**src/rtl/parking_pkg.sv**
```systemverilog
// Shared types and sensor encodings for the parking-lot entry/exit detector.
// Sensor codes are written {a,b}: a is the outer beam, b the inner beam.
package parking_pkg;

  typedef enum logic [2:0] {
    IDLE,
    IN1,
    IN2,
    IN3,
    OUT1,
    OUT2,
    OUT3,
    ERR
  } parking_state_t;

  localparam logic [1:0] S_NONE = 2'b00;
  localparam logic [1:0] S_A    = 2'b10;
  localparam logic [1:0] S_AB   = 2'b11;
  localparam logic [1:0] S_B    = 2'b01;

endpackage

```
**src/rtl/parking_sensor_fsm_if.sv**
```systemverilog
// Sensor inputs and occupancy-counter pulses of the parking detector.
// The detector is the slave; the sensor/counter side is the master.
interface parking_sensor_fsm_if;

  logic a;
  logic b;
  logic inc;
  logic dec;
  logic err;

  modport master (output a, output b, input inc, input dec, input err);
  modport slave  (input a, input b, output inc, output dec, output err);

endinterface

```
**src/rtl/sensor_sync.sv**
```systemverilog
// Multi-flop synchronizer for asynchronous sensor bits; q lags d by DEPTH edges.
// DEPTH is expected to be 2..4.
module sensor_sync #(
  parameter int WIDTH = 2,
  parameter int DEPTH = 2
) (
  input  logic             clk,
  input  logic             reset,
  input  logic [WIDTH-1:0] d,
  output logic [WIDTH-1:0] q
);

  logic [WIDTH-1:0] chain [DEPTH];

  // NOTE: the whole chain is cleared on reset so a stale pre-reset sensor
  // value can never reach the FSM after reset releases.
  always_ff @(posedge clk) begin
    if (reset) begin
      for (int i = 0; i < DEPTH; i++) chain[i] <= '0;
    end else begin
      chain[0] <= d;
      for (int i = 1; i < DEPTH; i++) chain[i] <= chain[i-1];
    end
  end

  assign q = chain[DEPTH-1];

endmodule

```
**src/rtl/parking_sensor_fsm.sv**
```systemverilog
// Two-beam parking gate detector: emits inc on a completed entry, dec on a
// completed exit, and holds err while an illegal beam sequence is pending.
module parking_sensor_fsm #(
  parameter int SYNC_STAGES = 2
) (
  input  logic                 clk,
  input  logic                 reset,
  parking_sensor_fsm_if.slave  bus
);

  import parking_pkg::*;

  logic [1:0]     ab_raw;
  logic [1:0]     ab_sync;
  parking_state_t state_q;
  parking_state_t state_d;
  logic           inc_d;
  logic           dec_d;
  logic           err_d;
  logic           inc_q;
  logic           dec_q;
  logic           err_q;

  assign ab_raw = {bus.a, bus.b};

  sensor_sync #(
    .WIDTH (2),
    .DEPTH (SYNC_STAGES)
  ) u_sync (
    .clk   (clk),
    .reset (reset),
    .d     (ab_raw),
    .q     (ab_sync)
  );

  // NOTE: non-blocking assignments so every flop samples pre-edge values.
  always_ff @(posedge clk) begin
    if (reset) begin
      state_q <= IDLE;
      inc_q   <= 1'b0;
      dec_q   <= 1'b0;
      err_q   <= 1'b0;
    end else begin
      state_q <= state_d;
      inc_q   <= inc_d;
      dec_q   <= dec_d;
      err_q   <= err_d;
    end
  end

  // An unchanged sensor code matches no arc below and leaves the state alone.
  always_comb begin
    // NOTE: defaults first so no path through the case infers a latch.
    state_d = state_q;
    inc_d   = 1'b0;
    dec_d   = 1'b0;
    case (state_q)
      IDLE: begin
        case (ab_sync)
          S_A:     state_d = IN1;
          S_B:     state_d = OUT1;
          S_AB:    state_d = ERR;
          default: state_d = state_q;
        endcase
      end
      IN1: begin
        case (ab_sync)
          S_AB:    state_d = IN2;
          S_NONE:  state_d = IDLE;
          S_B:     state_d = ERR;
          default: state_d = state_q;
        endcase
      end
      IN2: begin
        case (ab_sync)
          S_B:     state_d = IN3;
          S_A:     state_d = IN1;
          S_NONE:  state_d = ERR;
          default: state_d = state_q;
        endcase
      end
      IN3: begin
        case (ab_sync)
          S_NONE: begin
            state_d = IDLE;
            inc_d   = 1'b1;
          end
          S_AB:    state_d = IN2;
          S_A:     state_d = ERR;
          default: state_d = state_q;
        endcase
      end
      OUT1: begin
        case (ab_sync)
          S_AB:    state_d = OUT2;
          S_NONE:  state_d = IDLE;
          S_A:     state_d = ERR;
          default: state_d = state_q;
        endcase
      end
      OUT2: begin
        case (ab_sync)
          S_A:     state_d = OUT3;
          S_B:     state_d = OUT1;
          S_NONE:  state_d = ERR;
          default: state_d = state_q;
        endcase
      end
      OUT3: begin
        case (ab_sync)
          S_NONE: begin
            state_d = IDLE;
            dec_d   = 1'b1;
          end
          S_AB:    state_d = OUT2;
          S_B:     state_d = ERR;
          default: state_d = state_q;
        endcase
      end
      ERR: begin
        if (ab_sync == S_NONE) state_d = IDLE;
      end
      default: state_d = IDLE;
    endcase
    err_d = (state_d == ERR);
  end

  assign bus.inc = inc_q;
  assign bus.dec = dec_q;
  assign bus.err = err_q;

endmodule

```
**src/flat_wrapper.sv**
```systemverilog
// flat-port wrapper written by rule: the top's interface ports become plain ports
module parking_sensor_fsm_flat import parking_pkg::*;
#(
  parameter int SYNC_STAGES = 2
)
  (clk, reset, bus_a, bus_b, bus_inc, bus_dec, bus_err);
  parking_sensor_fsm_if bus_i ();
  input  logic clk;
  input  logic reset;
  input wire logic [$bits(bus_i.a)-1:0] bus_a;
  input wire logic [$bits(bus_i.b)-1:0] bus_b;
  output wire logic [$bits(bus_i.inc)-1:0] bus_inc;
  output wire logic [$bits(bus_i.dec)-1:0] bus_dec;
  output wire logic [$bits(bus_i.err)-1:0] bus_err;
  assign bus_i.a = bus_a;
  assign bus_i.b = bus_b;
  assign bus_inc = bus_i.inc;
  assign bus_dec = bus_i.dec;
  assign bus_err = bus_i.err;
  parking_sensor_fsm #(.SYNC_STAGES(SYNC_STAGES)) u_core (.clk(clk), .reset(reset), .bus(bus_i));
endmodule
```
**config.mk**
```make
export PLATFORM = sky130hd
export DESIGN_NAME = parking_sensor_fsm_flat
export DESIGN_NICKNAME = d
export VERILOG_FILES = /design/src/rtl/parking_pkg.sv /design/src/rtl/parking_sensor_fsm_if.sv /design/src/rtl/sensor_sync.sv /design/src/rtl/parking_sensor_fsm.sv /design/src/flat_wrapper.sv
export SDC_FILE = /design/constraint.sdc
export NUM_CORES = 1
export LEC_CHECK = 0
export BUFFER_PORTS_ARGS = -buffer_cell sky130_fd_sc_hd__buf_2
export CORE_AREA = 2 2 39 41
export CTS_CLUSTER_SIZE = 25
export DETAILED_ROUTE_END_ITERATION = 10
export DIE_AREA = 0 0 41 43
export SLEW_MARGIN = 20
export SYNTH_ARGS = -nofsm -noshare
export SYNTH_HDL_FRONTEND = slang
export SYNTH_SLANG_ARGS = --single-unit
```
**constraint.sdc**
```tcl
create_clock -name clk -period 1.5 [get_ports clk]
set_input_delay 0.15 -clock clk [delete_from_list [all_inputs] [get_ports clk]]
set_output_delay 0.15 -clock clk [all_outputs]
set_load 0.02 [all_outputs]
```
==> results.toml, run 1 <==
[setup_path]
required_ps = 1690
criticalPathCategory = "reg2reg"
cp-end-kind = "register"
reg2reg_from = "u_core.state_q[2]"
rr_worst_depth = 4
rrSetupSlack_ps = 240
worst-endpoint-arrival_ps = 1450
cp_max_fo = 15
r2r_end = "u_core.state_q[2]"
start_kind = "register"

[floorplanning]
fp.dieW_um = 41
io_pins = 7
row_count = 14
dieArea_um2 = 1763
core_area_um2 = 1384
die_h_um = 43
start_util = 0.3924

[synth]
post_synth_inst_count = 65
yosys_most_used_dff = "dfxtp_1"
ys_types = 27
yosysWarnings = 0
synth_edf_count = 0
yosysMostFrequentCell = "dfxtp_1"
yosys.area.top_type_share = 0.3687
ys_seq_area_frac = 0.3687
synth_nets = 69
synth_area_um2 = 543.0
synth.top_cells.by_count = "dfxtp_1 (10), a21oi_1 (9), nand2_1 (7), nand2b_1 (4), nor2b_1 (4)"
synth.avg_cell_area_um2 = 8.354
synth_top_cell_by_area = "dfxtp_1"
synthArstFlopShare = 0
synthTopCellsByArea = "dfxtp_1 (37%), a21oi_1 (8.3%), buf_6 (6.2%)"
synth-seq-cells = 10

[sta]
drv_slew = 0
finClkSkew_ps = 1.385
rsz0062_at_grt = "false"
worst_pin_slew_ps = 482.8
tns_ps = 0
max_slew_margin = 0.6777
setup_viol = 0
final.setup.worst_slack_ps = 237.0
fin_crit_sh = 0.8420
fmax_ghz = 0.7917
hold_viol_final = 0
period_needed_ps = 1263

[route]
avgRoutedWirePerCell_um = 11.41
drt-total-wl_um = 970
vias_per_cell = 5.282
post-route-drc-count = 0
drt_first_pass_iters = 4
postRouteAntennaNets = 0
vias = 449
first_iter_violations = 8

[clocking]
clkLatencyLatePin_ps = 250
cts_tree = "done"
clk_pin_slew_ps = 60
numCtsBuffers = 3
cts_buffer_depth = 2
cts_resized = 0
postCtsSetupRepairBufs = 0
h-tree-depth = 1
cts_sinks = 10
cts_hold_buf = 0
cts_root_buf = "clkbuf_4"

[cells_and_area]
n_fill_cell = 148
num_antenna_cells = 0
nNetsFinal = 75
area_growth_pct = 5.991
drive_above_1_share = 0.1884

[min_path]
hp-class = "in2reg"
min_delay_worst_endpoint = "u_core.u_sync.chain[0][1]"
whs_path_depth = 2
min_from = "bus_a"

[outcome]
status = "finished, final reports clean"

[global_routing]
globalRouteOverflowTotal = 0
grt_pass1_vias = 358
grt.total_usage = 0.1348
grt_max_degree = 16
grt_pass1_wl_um = 1600
antenna_found_initial = 0

[placement]
preCtsSetupSlack_ps = 244.1
hpwl_um = 654.8
globalplace.congestion = 0.8237
port_buffers = 6

[power]
max-vdd-ir-drop_uv = 479.5
power_w = 0.0005509
power.static_leakage_nw = 0.2134
powerDensity_nw_per_um2 = 957.2

[job]
drv_cap = 0
[worst max-delay path by stage]
| stage | from | to | slack [ps] |
|---|---|---|---|
| global route | u_core.state_q[1] | u_core.state_q[2] | 130 |
| floorplan | u_core.u_sync.chain[0][3] | u_core.state_q[2] | 360 |
| global placement | u_core.state_q[2] | u_core.state_q[2] | 280 |
| detailed placement | u_core.state_q[2] | u_core.state_q[2] | 240 |
| CTS | u_core.state_q[2] | u_core.state_q[2] | 240 |
| finish | u_core.state_q[2] | u_core.state_q[2] | 240 |
[cell families after synthesis]
logic type	Yosys count	share of synthesized area
AND/OR/NAND/NOR	25	0.2673
flip-flops	10	0.3687
buffers and inverters	8	0.1014
AO/OA/AOI/OAI	22	0.2627
[cells in the final DEF (no fill, tap or decap), drive strengths merged]
cell,synthesis,final
dfxtp,10,10
a21oi,10,10
nand2,7,7
buf,5,7
nor2b,5,5
nand2b,4,4
nor3,3,3
clkbuf,1,3
a21o,2,2
inv,2,2
o21ai,2,2
a211o,2,2
nor2,1,1
and2b,1,1
a2bb2oi,1,1
a31oi,1,1
or2,1,1
o211ai,1,1
o21bai,1,1
a22o,1,1
nand3,1,1
o31ai,1,1
nand4bb,1,1
nor4,1,1
[per-stage QoR]
stage	instances	util	hold WS, ps	cell area, µm²
2_1_floorplan	65	-	278.2	543.0
3_3_place_gp	82	0.3996	367.2	553.0
3_5_place_dp	82	0.3996	371.0	553.0
4_1_cts	85	0.4159	106.2	575.6
5_1_grt	85	0.4159	108.5	575.6
6_report	85	0.4159	109.0	575.6
[sequential cells by signal, indices dropped and copies added, names as in the netlist]
| signal | count |
|---|---|
| u_core.bus.dec | 1 |
| u_core.bus.err | 1 |
| u_core.bus.inc | 1 |
| u_core.state_q | 3 |
| u_core.u_sync.chain | 4 |
[metal layers]
layer / vias to the layer above / share of wire / track usage
met3: 2 / 0.024 / 0.01571
met4: 0 / 0.0093 / 0.1067
met2: 5 / 0.49 / 0.1719
li1: 237 / - / -
met5: - / 0 / 0
met1: 205 / 0.48 / 0.1954
[area by class of cell]
| class | instances | area [µm²] | area share |
|---|---|---|---|
| Timing Repair Buffer | 7 | 37.54 | 0.06522 |
| Clock buffer | 3 | 22.52 | 0.03913 |
| Tap cell | 16 | 20.02 | 0.03478 |
| Multi-Input combinational cell | 47 | 287.8 | 0.5000 |
| Sequential cell | 10 | 200.2 | 0.3478 |
| Inverter | 2 | 7.507 | 0.01304 |
[power breakdown]
part | leakage [nW] | internal (W) | total, W | switching [W]
clock network | 0.0138 | 0.0000921 | 0.000172 | 0.0000802
logic | 0.118 | 0.0000406 | 0.0000750 | 0.0000344
registers | 0.0818 | 0.000278 | 0.000304 | 0.0000257
total | 0.213 | 0.000411 | 0.000551 | 0.000140
[critical path, stage by stage, from the launching register on]
cell,delay [ps]
dfxtp_1,460
nor3_1,250
a21oi_1,50
or2_2,300
a21oi_1,140
No activity file was read; power rests on OpenSTA's default activity.
==> inputs of run 2 (changes only) <==
ABC_AREA = 1   (was unset)
clock period = 1.3 ns   (was 1.5 ns; I/O delays follow)
==> results.toml, run 2 <==
[global_routing]
globalRouteOverflowTotal = 0
grt_pass1_vias = 404
grt_pass1_wl_um = 1497
grt.total_usage = 0.1314
grt_max_degree = 10
antenna_found_initial = 0

[synth]
synth.top_cells.by_count = "nand2_1 (24), nor2_1 (13), dfxtp_1 (10), inv_1 (10), nand3_1 (7)"
synth-seq-cells = 10
synth_edf_count = 0
post_synth_inst_count = 75
ys_seq_area_frac = 0.4255
yosys_most_used_dff = "dfxtp_1"
synth_area_um2 = 470.5
yosysWarnings = 0
yosysMostFrequentCell = "nand2_1"
synth_top_cell_by_area = "dfxtp_1"
ys_types = 13
synth.avg_cell_area_um2 = 6.273
yosys.area.top_type_share = 0.4255
synth_nets = 79
synthTopCellsByArea = "dfxtp_1 (43%), nand2_1 (19%), nor2_1 (10%)"
synthArstFlopShare = 0

[cells_and_area]
final_util = 0.4014
final_common_cell = "nand2_1"
area_growth_pct = 18.09
nNetsFinal = 89
final_cell_mix = "nand2_1 (24), nor2_1 (13), inv_1 (10)"
multi_input_area_um2 = 221.5
largest_reg_flops = 4
reg.largest.list = "u_core.u_sync.chain (4), u_core.state_q (3)"
regArea_um2 = 202.7
n_fill_cell = 153
num_antenna_cells = 0
drive_above_1_share = 0.1905
final_cell_count_no_fill = 100
largest_register = "u_core.u_sync.chain"

[min_path]
whs_path_depth = 3
hp-class = "in2reg"
min_from = "bus_b"
min_delay_worst_endpoint = "u_core.u_sync.chain[0][0]"

[placement]
globalplace.congestion = 0.8583
placed_cells = 96
port_buffers = 6
preCtsSetupSlack_ps = 101.4
hpwl_um = 726.7

[route]
first_iter_violations = 14
post-route-drc-count = 0
postRouteAntennaNets = 0
avgRoutedWirePerCell_um = 9.210
vias = 463
drt-total-wl_um = 921
vias_per_cell = 4.630
drt_first_pass_iters = 4

[clocking]
cts_tree = "done"
clk_pin_slew_ps = 60
numCtsBuffers = 3
clkLatencyLatePin_ps = 260
cts_hold_buf = 0
cts_buffer_depth = 2
cts_resized = 0
h-tree-depth = 1
cts_sinks = 10
postCtsSetupRepairBufs = 0
cts_root_buf = "clkbuf_4"

[sta]
period_needed_ps = 1175
max_slew_margin = 0.8249
fin_crit_sh = 0.9036
hold_viol_final = 0
tns_ps = 0
final.setup.worst_slack_ps = 125.3
worst_pin_slew_ps = 261.4
fmax_ghz = 0.8513
finClkSkew_ps = 0.2285
rsz0062_at_grt = "false"
drv_slew = 0
setup_viol = 0

[setup_path]
required_ps = 1450
cpMostUsedCell = "nand2_1"
cp-end-kind = "register"
reg2reg_from = "u_core.u_sync.chain[0][3]"
rrSetupSlack_ps = 130
rr_worst_depth = 9
cpPeakStageDelay_ps = 380
cp_max_fo = 7
crit_slowest_cell = "dfxtp_1"
worst-endpoint-arrival_ps = 1330
crit_chain = "inv_2, nand2_1, nand2_1, nand2_1, nand2_1, inv_1, nand2_1, a21oi_2, nor2_1"
criticalPathCategory = "reg2reg"
start_kind = "register"
r2r_end = "u_core.bus.err"

[floorplanning]
core_area_um2 = 1384
io_pins = 7
row_count = 14
fp.dieW_um = 41
start_util = 0.3400
die_h_um = 43
dieArea_um2 = 1763

[power]
power_frac_comb = 0.364
power.switching_w = 0.0004073
power_frac_seq = 0.383
power.static_leakage_nw = 0.3041
p_clk_frac = 0.253
p_int_w = 0.0006650
max-vdd-ir-drop_uv = 778.7
powerDensity_nw_per_um2 = 1930
swShare = 0.3798

[job]
drv_cap = 0

[outcome]
status = "finished, final reports clean"
## run 2: changes by cell type in the layout (fill, tap and decap cells not counted), sizes merged, moves of 2 or more
cell,delta
a21oi,-9
nor2,+13
a21o,-2
a211o,-2
nand2b,-4
nor2b,-5
nand2,+17
inv,+10
nand3,+6
## run 2: kinds of logic (layout without fill, tap and decap cells)
family,count (synthesis),in the layout,share of synthesized area
AOI/OAI and AO/OA,3,3,0.04255
buffers and inverters,13,22,0.1037
DFF,10,10,0.4255
and+or+nand+nor,49,49,0.4282
## run 2: metal layers
layer / vias up / part of all wire / GRT usage
met2: 11 / 0.47 / 0.1688
met4: 0 / 0.018 / 0.1333
met3: 2 / 0.034 / 0.01571
met1: 202 / 0.48 / 0.1743
li1: 248 / - / -
met5: - / 0 / 0
## run 2: area by class of cell
type	count	area share
flip-flops and latches	10	0.3649
repair buffers	6	0.05405
well taps	16	0.03604
inverters	12	0.08108
clock buffers	4	0.06532
multi-input cells	52	0.3986
## run 2: power groups by stage
| stage | Sequential (W) | Combinational (W) | Clock, W |
|---|---|---|---|
| 2_1_floorplan | 0.000406 | 0.000314 | 0 |
| 3_3_place_gp | 0.000412 | 0.000383 | 0 |
| 3_5_place_dp | 0.000414 | 0.000388 | 0 |
| 4_1_cts | 0.000407 | 0.000390 | 0.000280 |
| 5_1_grt | 0.000418 | 0.000448 | 0.000292 |
| 6_report | 0.000411 | 0.000390 | 0.000271 |
## run 2: worst max-delay path, delay by kind of cell (launching register included)
family / cells / cell delay [ps]
buf+inv: 2 / 140
flops: 1 / 380
compound gates: 1 / 160
simple gates: 6 / 400
## run 2: worst max path at each step
stage	from	endpoint	slack, ps	cells past startpoint
final	u_core.u_sync.chain[0][3]	u_core.bus.err	130	9
after global routing	u_core.u_sync.chain[0][3]	u_core.state_q[0]	30	9
after CTS	u_core.u_sync.chain[0][2]	u_core.bus.err	90	9
after detailed placement	u_core.u_sync.chain[0][2]	u_core.bus.err	100	9
after global placement	u_core.u_sync.chain[0][2]	u_core.bus.err	110	9
after floorplan	u_core.state_q[1]	u_core.bus.err	260	9
## run 2: per-stage QoR
step / instance area [µm²] / hold WS (ps) / power (W)
global placement: 516.7 / 333.7 / 0.0007951
finish: 555.5 / 70.18 / 0.001072
global route: 555.5 / 72.41 / 0.001157
CTS: 553.0 / 66.02 / 0.001077
floorplan: 470.5 / 237.0 / 0.0007196
detailed placement: 516.7 / 338.6 / 0.0008016
==> inputs of run 3 (changes only) <==
ABC_AREA = unset   (was 1)
HOLD_SLACK_MARGIN = 0.05   (was unset)
==> results.toml, run 3 (synthesis gave the netlist of run 1 again) <==
[route]
first_iter_violations = 3
postRouteAntennaNets = 0
avgRoutedWirePerCell_um = 11.18
vias_per_cell = 5.273
vias = 464
drt_first_pass_iters = 2
post-route-drc-count = 0
drt-total-wl_um = 984

[floorplanning]
core_area_um2 = 1384
die_h_um = 43
start_util = 0.3924
fp.dieW_um = 41
io_pins = 7
row_count = 14
dieArea_um2 = 1763

[cells_and_area]
reg.largest.list = "u_core.u_sync.chain (4), u_core.state_q (3)"
regArea_um2 = 202.7
n_fill_cell = 146
multi_input_area_um2 = 287.8
final_cell_mix = "a21oi_1 (9), dfxtp_1 (8), nand2_1 (7)"
design_area_um2 = 613.1
largest_reg_flops = 4
largest_register = "u_core.u_sync.chain"
final_common_cell = "a21oi_1"
drive_above_1_share = 0.2500
num_antenna_cells = 0
nNetsFinal = 78
area_growth_pct = 12.90

[sta]
hold_viol_final = 0
setup_viol = 0
drv_slew = 0
worst_pin_slew_ps = 378.0
rsz0062_at_grt = "false"
fin_crit_sh = 0.9114
fmax_ghz = 0.8441
period_needed_ps = 1185
tns_ps = 0
finClkSkew_ps = 6.664
max_slew_margin = 0.7476

[global_routing]
grt_pass1_vias = 435
antenna_found_initial = 0
grt.total_usage = 0.1486
grt_pass1_wl_um = 1738
globalRouteOverflowTotal = 0
grt_max_degree = 14

[placement]
hpwl_um = 659.5
port_buffers = 6
placed_area_um2 = 588.1
globalplace.congestion = 0.7567

[clocking]
h-tree-depth = 1
numCtsBuffers = 3
cts_sinks = 10
cts_buffer_depth = 2
cts_tree = "done"
clk_pin_slew_ps = 60
postCtsSetupRepairBufs = 0
clkLatencyLatePin_ps = 260
cts_hold_buf = 0
cts_root_buf = "clkbuf_4"

[setup_path]
rrSetupSlack_ps = 120
worst-endpoint-arrival_ps = 1380
required_ps = 1490
reg2reg_from = "u_core.state_q[2]"
r2r_end = "u_core.state_q[2]"
crit_chain = "nor3_1, a21oi_1, or2_2, a21oi_1"
cpMostUsedCell = "a21oi_1"
crit_start = "u_core.state_q[2]"
cp-end-kind = "register"
cpPeakStageDelay_ps = 420
crit_path_end = "u_core.state_q[2]"
crit_slowest_cell = "dfxtp_1"
rr_worst_depth = 4
start_kind = "register"
cp_max_fo = 12
criticalPathCategory = "reg2reg"

[job]
drv_cap = 0

[power]
power.static_leakage_nw = 0.2319
max-vdd-ir-drop_uv = 550.1
powerDensity_nw_per_um2 = 1068

[min_path]
hp-class = "in2reg"

[outcome]
status = "finished, final reports clean"
[run 3: cell type report]
cell class	instances	share of cell area
Multi-Input combinational cell	47	0.4694
Sequential cell	10	0.3306
Timing Repair Buffer	10	0.1184
Clock buffer	3	0.03673
Tap cell	16	0.03265
Inverter	2	0.01224
[run 3: critical path, delay by kind of cell, from the launching register on]
family,cells,cell delay [ps]
flip-flops,1,420
AND/OR/NAND/NOR,2,510
AO/OA/AOI/OAI,2,180
[run 3: worst min path at each step]
stage	start	endpoint	slack, ps	cells after the start
2_1_floorplan	bus_b	u_core.u_sync.chain[0][0]	260	1
6_report	bus_a	u_core.u_sync.chain[0][1]	80	2
4_1_cts	bus_a	u_core.u_sync.chain[0][1]	70	2
3_5_place_dp	bus_a	u_core.u_sync.chain[0][1]	350	2
5_1_grt	bus_a	u_core.u_sync.chain[0][1]	100	2
3_3_place_gp	bus_b	u_core.u_sync.chain[0][0]	340	2
[run 3: through the flow]
stage	cells	hold WS [ps]	utilization	power (W)	setup WS [ps]
after floorplan	65	258.2	-	0.0004358	163.0
after global placement	85	344.3	0.4250	0.0004546	102.3
after detailed placement	85	347.9	0.4250	0.0004546	74.22
after CTS	88	71.56	0.4412	0.0006625	52.31
after global routing	88	97.60	0.4430	0.0006913	6.887
final	88	75.02	0.4430	0.0006547	115.2
[run 3: report_power, final]
part	leakage [nW]	switching [W]	internal [W]
clock	0.0138	0.0000991	0.000107
sequential	0.0826	0.0000246	0.000322
combinational	0.136	0.0000453	0.0000572
total	0.232	0.000169	0.000486
[run 3: what timing repair did]
| item | in CTS | in global routing |
|---|---|---|
| hold endpoints to repair | 0 | 0 |
| resized for setup | 0 | 2 |
| setup endpoints to repair | 0 | 4 |
[run 3: layer usage]
| layer | GRT usage | vias up | wire length, µm |
|---|---|---|---|
| met5 | 0 | - | 0 |
| met3 | 0.01571 | 4 | 23 |
| li1 | - | 240 | - |
| met2 | 0.2125 | 7 | 456 |
| met4 | 0.1200 | 0 | 29 |
| met1 | 0.1908 | 213 | 475 |
